## src/rtl/serial_addsub.sv

```systemverilog
// Bit-serial adder/subtractor: one full-adder step per clock, LSB first.
// Define SERIAL_ADDSUB_OVF_EN to build the signed-overflow flag; otherwise ovf is tied low.
module serial_addsub #(
  parameter int unsigned WIDTH = 16
) (
  input  logic             clk,
  input  logic             rst,
  input  logic             start,
  input  logic             sub,
  input  logic [WIDTH-1:0] data_a,
  input  logic [WIDTH-1:0] data_b,
  output logic [WIDTH-1:0] sum,
  output logic             cout,
  output logic             ovf,
  output logic             busy,
  output logic             done
);

  localparam int unsigned CntW = $clog2(WIDTH + 1);

  typedef enum logic [1:0] {StIdle, StLoad, StShift, StDone} state_e;

  state_e           state_q;
  logic [WIDTH-1:0] a_cap_q, b_cap_q;
  logic             sub_cap_q;
  logic [WIDTH-1:0] a_sh_q, b_sh_q, res_q;
  logic             carry_q;
  logic [CntW-1:0]  cnt_q;
  logic             cout_q, busy_q, done_q;
  logic             fa_s, fa_c;

  assign fa_s = a_sh_q[0] ^ b_sh_q[0] ^ carry_q;
  assign fa_c = (a_sh_q[0] & b_sh_q[0]) | (carry_q & (a_sh_q[0] ^ b_sh_q[0]));

`ifdef SERIAL_ADDSUB_OVF_EN
  logic ovf_q;
  assign ovf = ovf_q;
`else
  assign ovf = 1'b0;
`endif

  always_ff @(posedge clk or posedge rst) begin
    if (rst) begin
      state_q   <= StIdle;
      a_cap_q   <= '0;
      b_cap_q   <= '0;
      sub_cap_q <= 1'b0;
      a_sh_q    <= '0;
      b_sh_q    <= '0;
      res_q     <= '0;
      carry_q   <= 1'b0;
      cnt_q     <= '0;
      cout_q    <= 1'b0;
      busy_q    <= 1'b0;
      done_q    <= 1'b0;
`ifdef SERIAL_ADDSUB_OVF_EN
      ovf_q     <= 1'b0;
`endif
    end else begin
      unique case (state_q)
        StIdle: begin
          if (start) begin
            a_cap_q   <= data_a;
            b_cap_q   <= data_b;
            sub_cap_q <= sub;
            busy_q    <= 1'b1;
            state_q   <= StLoad;
          end
        end
        StLoad: begin
          // Subtraction is A + ~B + 1: invert B and seed the carry with 1.
          a_sh_q  <= a_cap_q;
          b_sh_q  <= sub_cap_q ? ~b_cap_q : b_cap_q;
          carry_q <= sub_cap_q;
          res_q   <= '0;
          cout_q  <= 1'b0;
`ifdef SERIAL_ADDSUB_OVF_EN
          ovf_q   <= 1'b0;
`endif
          cnt_q   <= CntW'(WIDTH);
          state_q <= StShift;
        end
        StShift: begin
          res_q   <= {fa_s, res_q[WIDTH-1:1]};
          a_sh_q  <= a_sh_q >> 1;
          b_sh_q  <= b_sh_q >> 1;
          carry_q <= fa_c;
          cnt_q   <= cnt_q - CntW'(1);
          if (cnt_q == CntW'(1)) begin
            cout_q  <= fa_c;
`ifdef SERIAL_ADDSUB_OVF_EN
            // carry_q is the carry into the MSB on this last step.
            ovf_q   <= carry_q ^ fa_c;
`endif
            done_q  <= 1'b1;
            state_q <= StDone;
          end
        end
        StDone: begin
          done_q  <= 1'b0;
          busy_q  <= 1'b0;
          state_q <= StIdle;
        end
        default: state_q <= StIdle;
      endcase
    end
  end

  assign sum  = res_q;
  assign cout = cout_q;
  assign busy = busy_q;
  assign done = done_q;

endmodule
```

## config.mk

```make
export PLATFORM = sky130hd
export DESIGN_NAME = serial_addsub
export DESIGN_NICKNAME = d
export VERILOG_FILES = /design/src/rtl/serial_addsub.sv
export SDC_FILE = /design/constraint.sdc
export NUM_CORES = 1
export LEC_CHECK = 0
export CAP_MARGIN = 30
export CORE_MARGIN = 2
export CORE_UTILIZATION = 38
export CTS_BUF_LIST = sky130_fd_sc_hd__clkbuf_8
export DETAILED_ROUTE_END_ITERATION = 8
export HOLD_SLACK_MARGIN = 0.06
export PLACE_DENSITY = 0.56
export SYNTH_ARGS = -nofsm -noshare
export SYNTH_HDL_FRONTEND = slang
export SYNTH_SLANG_ARGS = --single-unit
```

## constraint.sdc

```tcl
create_clock -name clk -period 3.85 [get_ports clk]
set_input_delay 0.385 -clock clk [delete_from_list [all_inputs] [get_ports clk]]
set_output_delay 0.385 -clock clk [all_outputs]
set_load 0.005 [all_outputs]
```

# Word level (Yosys, flattened, before mapping)

Index checks and enable logic that the tools add are counted.

$add $sub $neg: 1
Equal/unequal tests: 6
Mux-type cells: 15
Bitwise logic cells: 6
Reduce and logical (&&, ||, !) cells: 9

Operators with widths:

| kind                                                 | number |
|---|---|
| one-hot mux 16 bit (2 select lines)                  | 3 |
| two-way mux 16 bit                                   | 1 |
| NOT 16 bit                                           | 1 |
| one-hot mux 5 bit (2 select lines)                   | 1 |
| AND reduction 2 bit                                  | 5 |
| one-hot mux 1 bit (2 select lines)                   | 4 |
| one-hot mux 2 bit (4 select lines)                   | 1 |
| nonzero test 2 bit                                   | 3 |
| equality test 5 x 1 -> 1 bit (second input constant) | 1 |
| subtractor 5 x 1 -> 5 bit (second input constant)    | 1 |
| equality test 2 bit (second input constant)          | 2 |
| two-way mux 2 bit                                    | 2 |
| inequality test 2 bit (second input constant)        | 2 |
| two-way mux 1 bit                                    | 3 |
| bitwise AND 1 bit                                    | 2 |
| equality test 2 x 1 -> 1 bit (second input constant) | 1 |
| zero test 2 bit                                      | 1 |
| bitwise XOR 1 bit                                    | 2 |
| OR 1 bit                                             | 1 |

Bits in registers: 92
Input port bits: 36
Output and inout port bits: 20
Logic and storage cells: 49

# Longest topological paths before layout

Gate-level depths: netlist of the first run.

Depth in word-level cells: 5
Mapped depth: 7
Gate-level depth less buffers: 5

# Worst setup path after synthesis of the first run

Ideal clock, no wire load.

Kind: register to register
Start: register cnt_q[1]
End: register state_q[1]
Library setup time: 0.128 ns
Arrival time: 1.527 ns
Required time: 3.722 ns
Slack: 2.195 ns
Stages on the path, launching flop included: 6
Path buffers: 0
Period minus slack after synthesis: 1.655 ns
Path through: dfrtp_1 inv_1 ha_1 or4b_4 a21oi_2 mux2_1

Longest elaborated chain between the ends: 3

RTL lines:

| what                                   | line | RTL |
|---|---|---|
| from (decl)                            | 28   | `logic [CntW-1:0] cnt_q;` |
| from (signal assigned)                 | 80   | `cnt_q <= CntW'(WIDTH);` |
| from (signal assigned)                 | 88   | `cnt_q <= cnt_q - CntW'(1);` |
| equality test 5 x 1 -> 1 bit           | 89   | `if (cnt_q == CntW'(1)) begin` |
| inequality test 2 bit (no source line) | -    |  |
| AND reduction 2 bit (no source line)   | -    |  |
| to (signal assigned)                   | 96   | `state_q <= StDone;` |
| to (signal assigned)                   | 102  | `state_q <= StIdle;` |
| to (signal assigned)                   | 104  | `default: state_q <= StIdle;` |
| to (decl)                              | 23   | `state_e state_q;` |

No other way between the ends.
A chain may end at the register's enable or synchronous reset.

# Worst setup path after layout of the first run

Start: register state_q[1]
End: register cnt_q[4]

Longest elaborated chain between the ends: 2
Elaborated cells on any way between the ends: 4
Those cells by class: eq/ne (2); mux (1); reduce/logical (1)

RTL lines:

| what                                                                     | line | RTL |
|---|---|---|
| from (signal assigned)                                                   | 44   | `state_q <= StIdle;` |
| from (signal assigned)                                                   | 67   | `state_q <= StLoad;` |
| from (signal assigned)                                                   | 81   | `state_q <= StShift;` |
| equality test 2 bit or equality test 2 x 1 -> 1 bit (tied branches)      | 60   | `unique case (state_q)` |
| one-hot mux 5 bit (2 select lines) or nonzero test 2 bit (tied branches) | -    |  |

Parallel ways exist; a longest one is shown, timed or not.

==> results of run 1 <==
## state kept, by name, indices dropped and copies added (netlist names)
name       cells
cnt_q          5
carry_q        1
a_sh_q        16
a_cap_q       16
b_cap_q       16
done           1
state_q        2
cout           1
sub_cap_q      1
b_sh_q        16
sum           16
busy           1
## kinds of logic after synthesis
kind of cell | share of synthesized area (%)
flip-flops | 56.6
buffers and inverters | 6.40
adder cells (fa/ha/maj) | 2.03
AO/OA/AOI/OAI | 10.8
XOR/XNOR | 3.44
AND/OR/NAND/NOR | 6.77
other | 0.0922
multiplexers | 13.9
## worst max-delay path, stage by stage, from the launching register on
cell and delay [ns]:
dfrtp_1 0.41, inv_1 0.09, ha_4 0.88, nand2_1 0.39
o31ai_1 0.32, o21ai_1 0.09
## layout by cell type (no fill, tap or decap), types with 2 or more instances in the layout
| master | netlist | final |
|---|---|---|
| a21oi_1 | 17 | 17 |
| buf_4 | 1 | 4 |
| clkbuf_8 | 0 | 10 |
| clkdlybuf4s50_1 | 0 | 54 |
| clkinv_2 | 0 | 3 |
| clkinv_4 | 0 | 2 |
| dfrtp_1 | 92 | 92 |
| ha_1 | 5 | 3 |
| inv_1 | 39 | 38 |
| mux2_1 | 34 | 34 |
| mux2i_1 | 17 | 17 |
| nand2_1 | 2 | 2 |
| nand2b_1 | 3 | 3 |
| nand3_1 | 16 | 16 |
| nor2_1 | 33 | 33 |
| nor2b_1 | 3 | 3 |
| o21ai_1 | 32 | 32 |
| o22ai_1 | 18 | 18 |
| o2bb2ai_1 | 2 | 2 |
| o311ai_1 | 2 | 2 |
| xor2_1 | 15 | 15 |
## power groups by stage
stage / clock, uW / sequential (uW) / combinational [uW]
floorplan: 0 / 1590 / 1510
global placement: 0 / 1700 / 1750
detailed placement: 0 / 1710 / 1800
CTS: 610 / 1690 / 1810
global route: 652 / 1750 / 2040
finish: 589 / 1680 / 1770
## metal layers
| metal | part of all wire [%] | GRT usage, % | up-vias |
|---|---|---|---|
| li1 | - | - | 1325 |
| met1 | 47 | 18.4 | 1311 |
| met2 | 47 | 23.4 | 44 |
| met3 | 3.9 | 3.33 | 7 |
| met4 | 1.3 | 6.04 | 0 |
| met5 | 0 | 0 | - |
## layout make-up
type,count,area (um^2),area share (%)
Multi-Input combinational cell,212,1520,31.1
Clock buffer,10,138,2.81
Clock inverter,6,40.0,0.818
Tap cell,136,170,3.48
Timing Repair Buffer,58,571,11.7
Inverter,40,153,3.12
Sequential cell,92,2300,47.0
## path summary, 6_finish.rpt
kind | to | slack, ns | start
max | cnt_q[4] | 1.54 | state_q[1]
min | b_cap_q[9] | 0.40 | rst
max reg2reg | cnt_q[4] | 1.54 | state_q[1]
min reg2reg | cnt_q[4] | 0.49 | cnt_q[4]
max in group asynchronous | a_sh_q[13] | 2.63 | rst
min in group clk | cnt_q[4] | 0.49 | cnt_q[4]
## stage by stage
| stage | cell area (um^2) | power, uW | worst slack (ns) |
|---|---|---|---|
| 3_3_place_gp | 4720 | 3450 | 1.62 |
| 4_1_cts | 4890 | 4110 | 1.57 |
| 5_1_grt | 4890 | 4440 | 1.29 |
| 3_5_place_dp | 4720 | 3510 | 1.57 |
| 2_1_floorplan | 4070 | 3100 | 1.07 |
| 6_report | 4890 | 4040 | 1.54 |
==> results list, run 1 <==
- The first global-routing pass estimated 13100 um of wire.
- Sw power: 1590 uW
- Most used DFF post-synth: dfrtp_1
* Global route total overflow: 0
* Tmin final: 2.31 ns
- The critical path is of the flip-flop to flip-flop type.
* 1st-pass router iterations: 4
- When the netlist entered floorplanning its net count stood at 411.
- Achievable frequency: 0.433 GHz
- Hold violation total from the final report: 0
* Cell internal power dissipation: 2450 uW
* Number of nets at the end of the flow: 455
- The largest total area in the synthesized netlist belongs to dfrtp_1.
* Diodes inserted: 0
- After detailed routing, the number of vias per cell comes to 4.85.
- In this run the clock root is driven by a clkbuf_8.
* Number of filler cells placed in the layout: 1008
- The clock reaches the later pin of the worst-skew pair after 0.36 ns.
- Maximum clock insertion buffer count: 2
- DR iter-0 viols: 71
* Antenna violations before repair: 0
- Cells fill 47.2% of the core in the end.
* Routed wire length: 7270 um
- CTS saw 92 sinks.
- The worst register-to-register path has a depth of 5.
- Averaged over all synthesized cells, the footprint is 11.0 um^2.
- Max FO, Critical Path: 103
- Post-synthesis instance area: 4070 um^2
* Die Y-Extent: 107 um
- Synth unique cells: 34
* Rel. slew slack: 40.1%
- For this configuration, the core starts out at a cell density of 39.2%.
- Global routing consumed, over all layers together, 14.4% of the routing resources.
- Critical Path Sink Type: flip-flop
- TritonCTS clock tree: yes
- The via count of the first global-routing pass is 2761.
* Most frequent cell after synthesis: dfrtp_1
* Max-cap violations: 0
- Critical Path Source Type: flip-flop
- Number of placed instances, taps included: 538
* Most common library cells after synthesis: dfrtp_1 (92), inv_1 (39), mux2_1 (34)
- Worst Clk Skew: 0.00855 ns
- In the synthesized netlist, the number of instances is 369.
- The run finished with clean final reports.
* Antenna-violating nets left: 0
* Half-perimeter wire length of the detailed placement result: 4760 um
* CTS resizes: 0
* Area share of the leading cell type in the synthesized netlist: 56.6%
- Setup repair after global routing missed its margin: false
- Full die area: 11600 um^2
* Portion of the post-synthesis area used by sequential elements: 56.6%
- Die width: 107 um
* Signed area change from the synthesized netlist to the final layout: 20.3%
- Sorting the synthesized cells by area gives the leading types as dfrtp_1 (57%), mux2_1 (9.4%), mux2i_1 (4.2%), o21ai_1 (3.9%), inv_1 (3.6%).
- CTS H-tree lvls: 3
* RePlAce Congestion: 0.740
- Switching share of total power: 39.3%
- Standby leakage power: 0.00210 uW
- Across the VDD grid, the largest voltage drop is 0.569 mV.
- At the worst endpoint, the required time is 4.09 ns.
- Pin count of the biggest net entering global routing: 104
- Number of top-level pins: 56
- In this run, flip-flops and latches consume 41.6% of the power.
- Cells with a size suffix above 1 make up 6.46% of the layout.
- The routed layout has 2687 vias.
- The number of pins exceeding their max-slew limit in the final report is 0.
- Clock-pin slew was measured on the worst setup and hold paths at 0.09 ns.
- Final routed wire length divided by cell count: 13.1 um
- Synth Register Bits: 92
- TritonCTS created 9 clock buffers.
* Period utilization: 60.0%
* Power density cells: 825 nW/um^2
- Share of flip-flops with an asynchronous set or reset after synthesis: 100%
- Least-Margin Pin Slew: 0.898 ns
- The total area inside the core boundary comes to 10400 um^2.
- Per report_power, the clock group accounts for 14.6% of the total.
- Number of flops mapped to enable cells by yosys: 0
- At the worst endpoint, the arrival time is 2.55 ns.
- Proportion of power drawn by combinational gates: 43.8%
- The count of cells in the finished layout, fillers not included, comes to 554.
- In this run the post-CTS setup repair buffer count came out at 0.
- Hold-fix buffers, CTS: 0
- Worst hold margin: 0.402 ns
* TNS Setup: 0 ns
- Final setup violation count: 0
* Type of the tightest min-delay check: input pin to asynchronous set/reset pin
- Number of I/O port buffers: 54
- Num rows: 37
- # DRC: 0
- Yosys synthesis warning count: 0
Note: power is estimated with default switching activity, not from simulation.
==> run 2, diff against run 1 <==
Settings changed: PLACE_DENSITY 0.56 to 0.58.
Clock period 3.85 ns to 2.1 ns, I/O delays scaled along.
==> run 2 against run 1 <==
Compared with the run above:
- critical path depth is the same
- sequential cell count is the same
- combinational power is 97% higher
- first-iteration DRC count is 48% higher
- global-route usage shrank 0.93 points
- hold slack worse by 0.11 ns
- sequential power grew 83%
- sequential share of layout area decreased by 0.71 points
- power grew 91%
- clock skew is 0.0032 ns higher
- largest power group unchanged
- highest routed layer unchanged
==> results list, run 2 (synthesis results as in run 1) <==
- Status: finished, final reports clean (unchanged).
- Setup Crit Path Kind: flip-flop to flip-flop (unchanged)
- Final setup violation count: 0 (unchanged)
- Data arrival at the endpoint of the critical path: 1.98 ns (was 2.55 ns)
- Final routed wire length divided by cell count: 13.0 um (was 13.1 um)
- Number of top-level pins: 56 (unchanged)
- Standby leakage power: 0.00214 uW (was 0.00210 uW)
- The wire length of the first global-routing pass came to 12300 um (was 13100 um).
* Worst voltage drop across the vdd grid: 0.779 mV (was 0.569 mV)
- The worst endpoint required time came to 2.33 ns (was 4.09 ns).
- Least-Margin Pin Slew: 0.787 ns (was 0.898 ns)
- The final weighted congestion in routability-driven placement came to 0.701 (was 0.740).
- The source-to-sink clock delay at the later pin of the worst-skew pair came to 0.35 ns (was 0.36 ns).
* Number of nets at the end of the flow: 459 (was 455)
- Setup repair after global routing missed its margin: false (unchanged).
- Clock transition at the register clock pins on the worst setup and hold paths after CTS: 0.08 ns (was 0.09 ns)
- Post-CTS setup buffer count: 0 (unchanged)
- The count of input and output buffers was 54 (unchanged).
* Num rows: 37 (unchanged)
* Max FO, Critical Path: 5 (was 103)
* Die Y-Extent: 107 um (unchanged)
* Die width: 107 um (unchanged)
- Number of pins with negative max-slew slack in the final report: 0 (unchanged)
- The total clock sinks came to 92 (unchanged).
- The power density of the placed cells came to 1550 nW/um^2 (was 825 nW/um^2).
* Maximum clock insertion buffer count: 2 (unchanged)
- Vias per cell: 4.84 (was 4.85)
- The cell family with the largest share of critical-path delay was simple AND/OR/NAND/NOR gates (was adder cells).
* TritonCTS clock tree: yes (unchanged)
- Antenna violations before repair: 0 (unchanged)
- Max-cap violations: 0 (unchanged)
* Tmin final: 1.75 ns (was 2.31 ns)
- Signed area change from the synthesized netlist to the final layout: 22.1% (was 20.3%)
- The clock root buffer master was clkbuf_8 (unchanged).
* Starting density of the core: 39.2% (unchanged)
- The most common cell after layout, fill and taps aside was dfrtp_1 (unchanged).
- Ordered cell list for the critical path: inv_1 > ha_1 > or4b_4 > a21oi_2 > mux2_1 (was inv_1 > ha_4 > nand2_1 > o31ai_1 > o21ai_1)
* Period utilization: 83.3% (was 60.0%)
* Full die area: 11600 um^2 (unchanged)
* Most frequent cells in the layout: dfrtp_1 (92), clkdlybuf4s50_1 (54), inv_1 (41) (was dfrtp_1 (92), clkdlybuf4s50_1 (54), inv_1 (38))
* Hold violation total from the final report: 0 (unchanged)
- The clock buffer count from CTS came to 9 (unchanged).
* Worst Clk Skew: 0.0117 ns (was 0.00855 ns)
* Antenna-violating nets left: 0 (unchanged)
- The count of hold-fix buffers inserted at cts is 0 (unchanged).
- The H-tree depth reported by CTS came to 3 (unchanged).
- Critical Path Source Type: flip-flop (unchanged)
- Type of the tightest min-delay check: input pin to asynchronous set/reset pin (unchanged)
- Reg-to-reg slack, setup: 0.35 ns (was 1.54 ns)
- Achievable frequency: 0.572 GHz (was 0.433 GHz)
- Diodes inserted: 0 (unchanged)
- Critical Path Max Stage Delay: 0.50 ns (was 0.88 ns)
- The library cell contributing the largest single delay on the critical path is or4b_4 (was ha_4).
- Worst path buffer plus inverter count: 1 (unchanged)
- Vias post-DR: 2698 (was 2687)
- The total of cells resized after clock tree synthesis came to 0 (unchanged).
* Share of post-route cells with drive strength above 1: 6.41% (was 6.46%)
- Total global routing track utilization: 13.4% (was 14.4%)
* TNS Setup: 0 ns (unchanged)
- The capturing element type of the critical path is a flip-flop (unchanged).
- The worst slew margin relative to its limit came to 47.5% (was 40.1%).
- Pin count of the biggest net entering global routing: 93 (was 104)
- Final core utilization: 47.9% (was 47.2%)
- Global route total overflow: 0 (unchanged)
- The number of iterations in the first detailed-routing pass was 4 (unchanged).
- Core box area: 10400 um^2 (unchanged)
- DR iter-0 viols: 105 (was 71)
* Total power consumption of the routed design: 7700 uW (was 4040 uW)
- Routed wire length: 7260 um (was 7270 um)
* Half-perimeter wire length of the detailed placement result: 4780 um (was 4760 um)
- The via count of the first global-routing pass is 2669 (was 2761).
- # DRC: 0 (unchanged)
==> run 2: area by class of cell <==
class                           instances  area [um^2]
Clock buffer                           10          138
Multi-Input combinational cell        212         1520
Clock inverter                          5         46.3
Inverter                               40          154
Tap cell                              136          170
Fill cell                             990         5400
Sequential cell                        92         2300
Timing Repair Buffer                   62          638
==> run 2: worst paths after layout <==
path	startpoint	to	cells after the start
min in group clk	data_b[10]	b_cap_q[10]	2
max reg2reg	cnt_q[1]	state_q[1]	5
max in group asynchronous	rst	sum[0]	3
min	rst	sum[10]	3
max	cnt_q[1]	state_q[1]	5
min reg2reg	a_cap_q[1]	a_cap_q[1]	1
==> run 2: metrics by stage <==
step                      instances  hold WS, ns  setup slack (ns)  cell area (um^2)
after global routing            557        0.387             0.287              4970
after global placement          542        0.482             0.404              4790
after CTS                       557        0.365             0.336              4970
after floorplan                 369        0.342             0.445              4070
final                           557        0.296             0.351              4970
after detailed placement        542        0.485             0.351              4790
==> run 2: where the power goes <==
group	switching [uW]	total, uW	internal, uW	leakage, uW
logic	1850	3480	1630	0.000913
registers	504	3070	2570	0.00112
clock network	585	1150	563	0.000106
==> run 2: worst min-delay path: stages <==
cell and delay (ns):
clkdlybuf4s50_1 0.44, clkinvlp_4 0.09, buf_12 0.33
==> run 2: routing by layer <==
metal,track usage (%),vias to the layer above,share of wire (%),routed length (um)
li1,-,1333,-,-
met1,17.5,1305,48,3450
met2,21.7,50,46,3370
met3,2.36,10,3.8,274
met4,6.59,0,2.2,160
met5,0,-,0,0
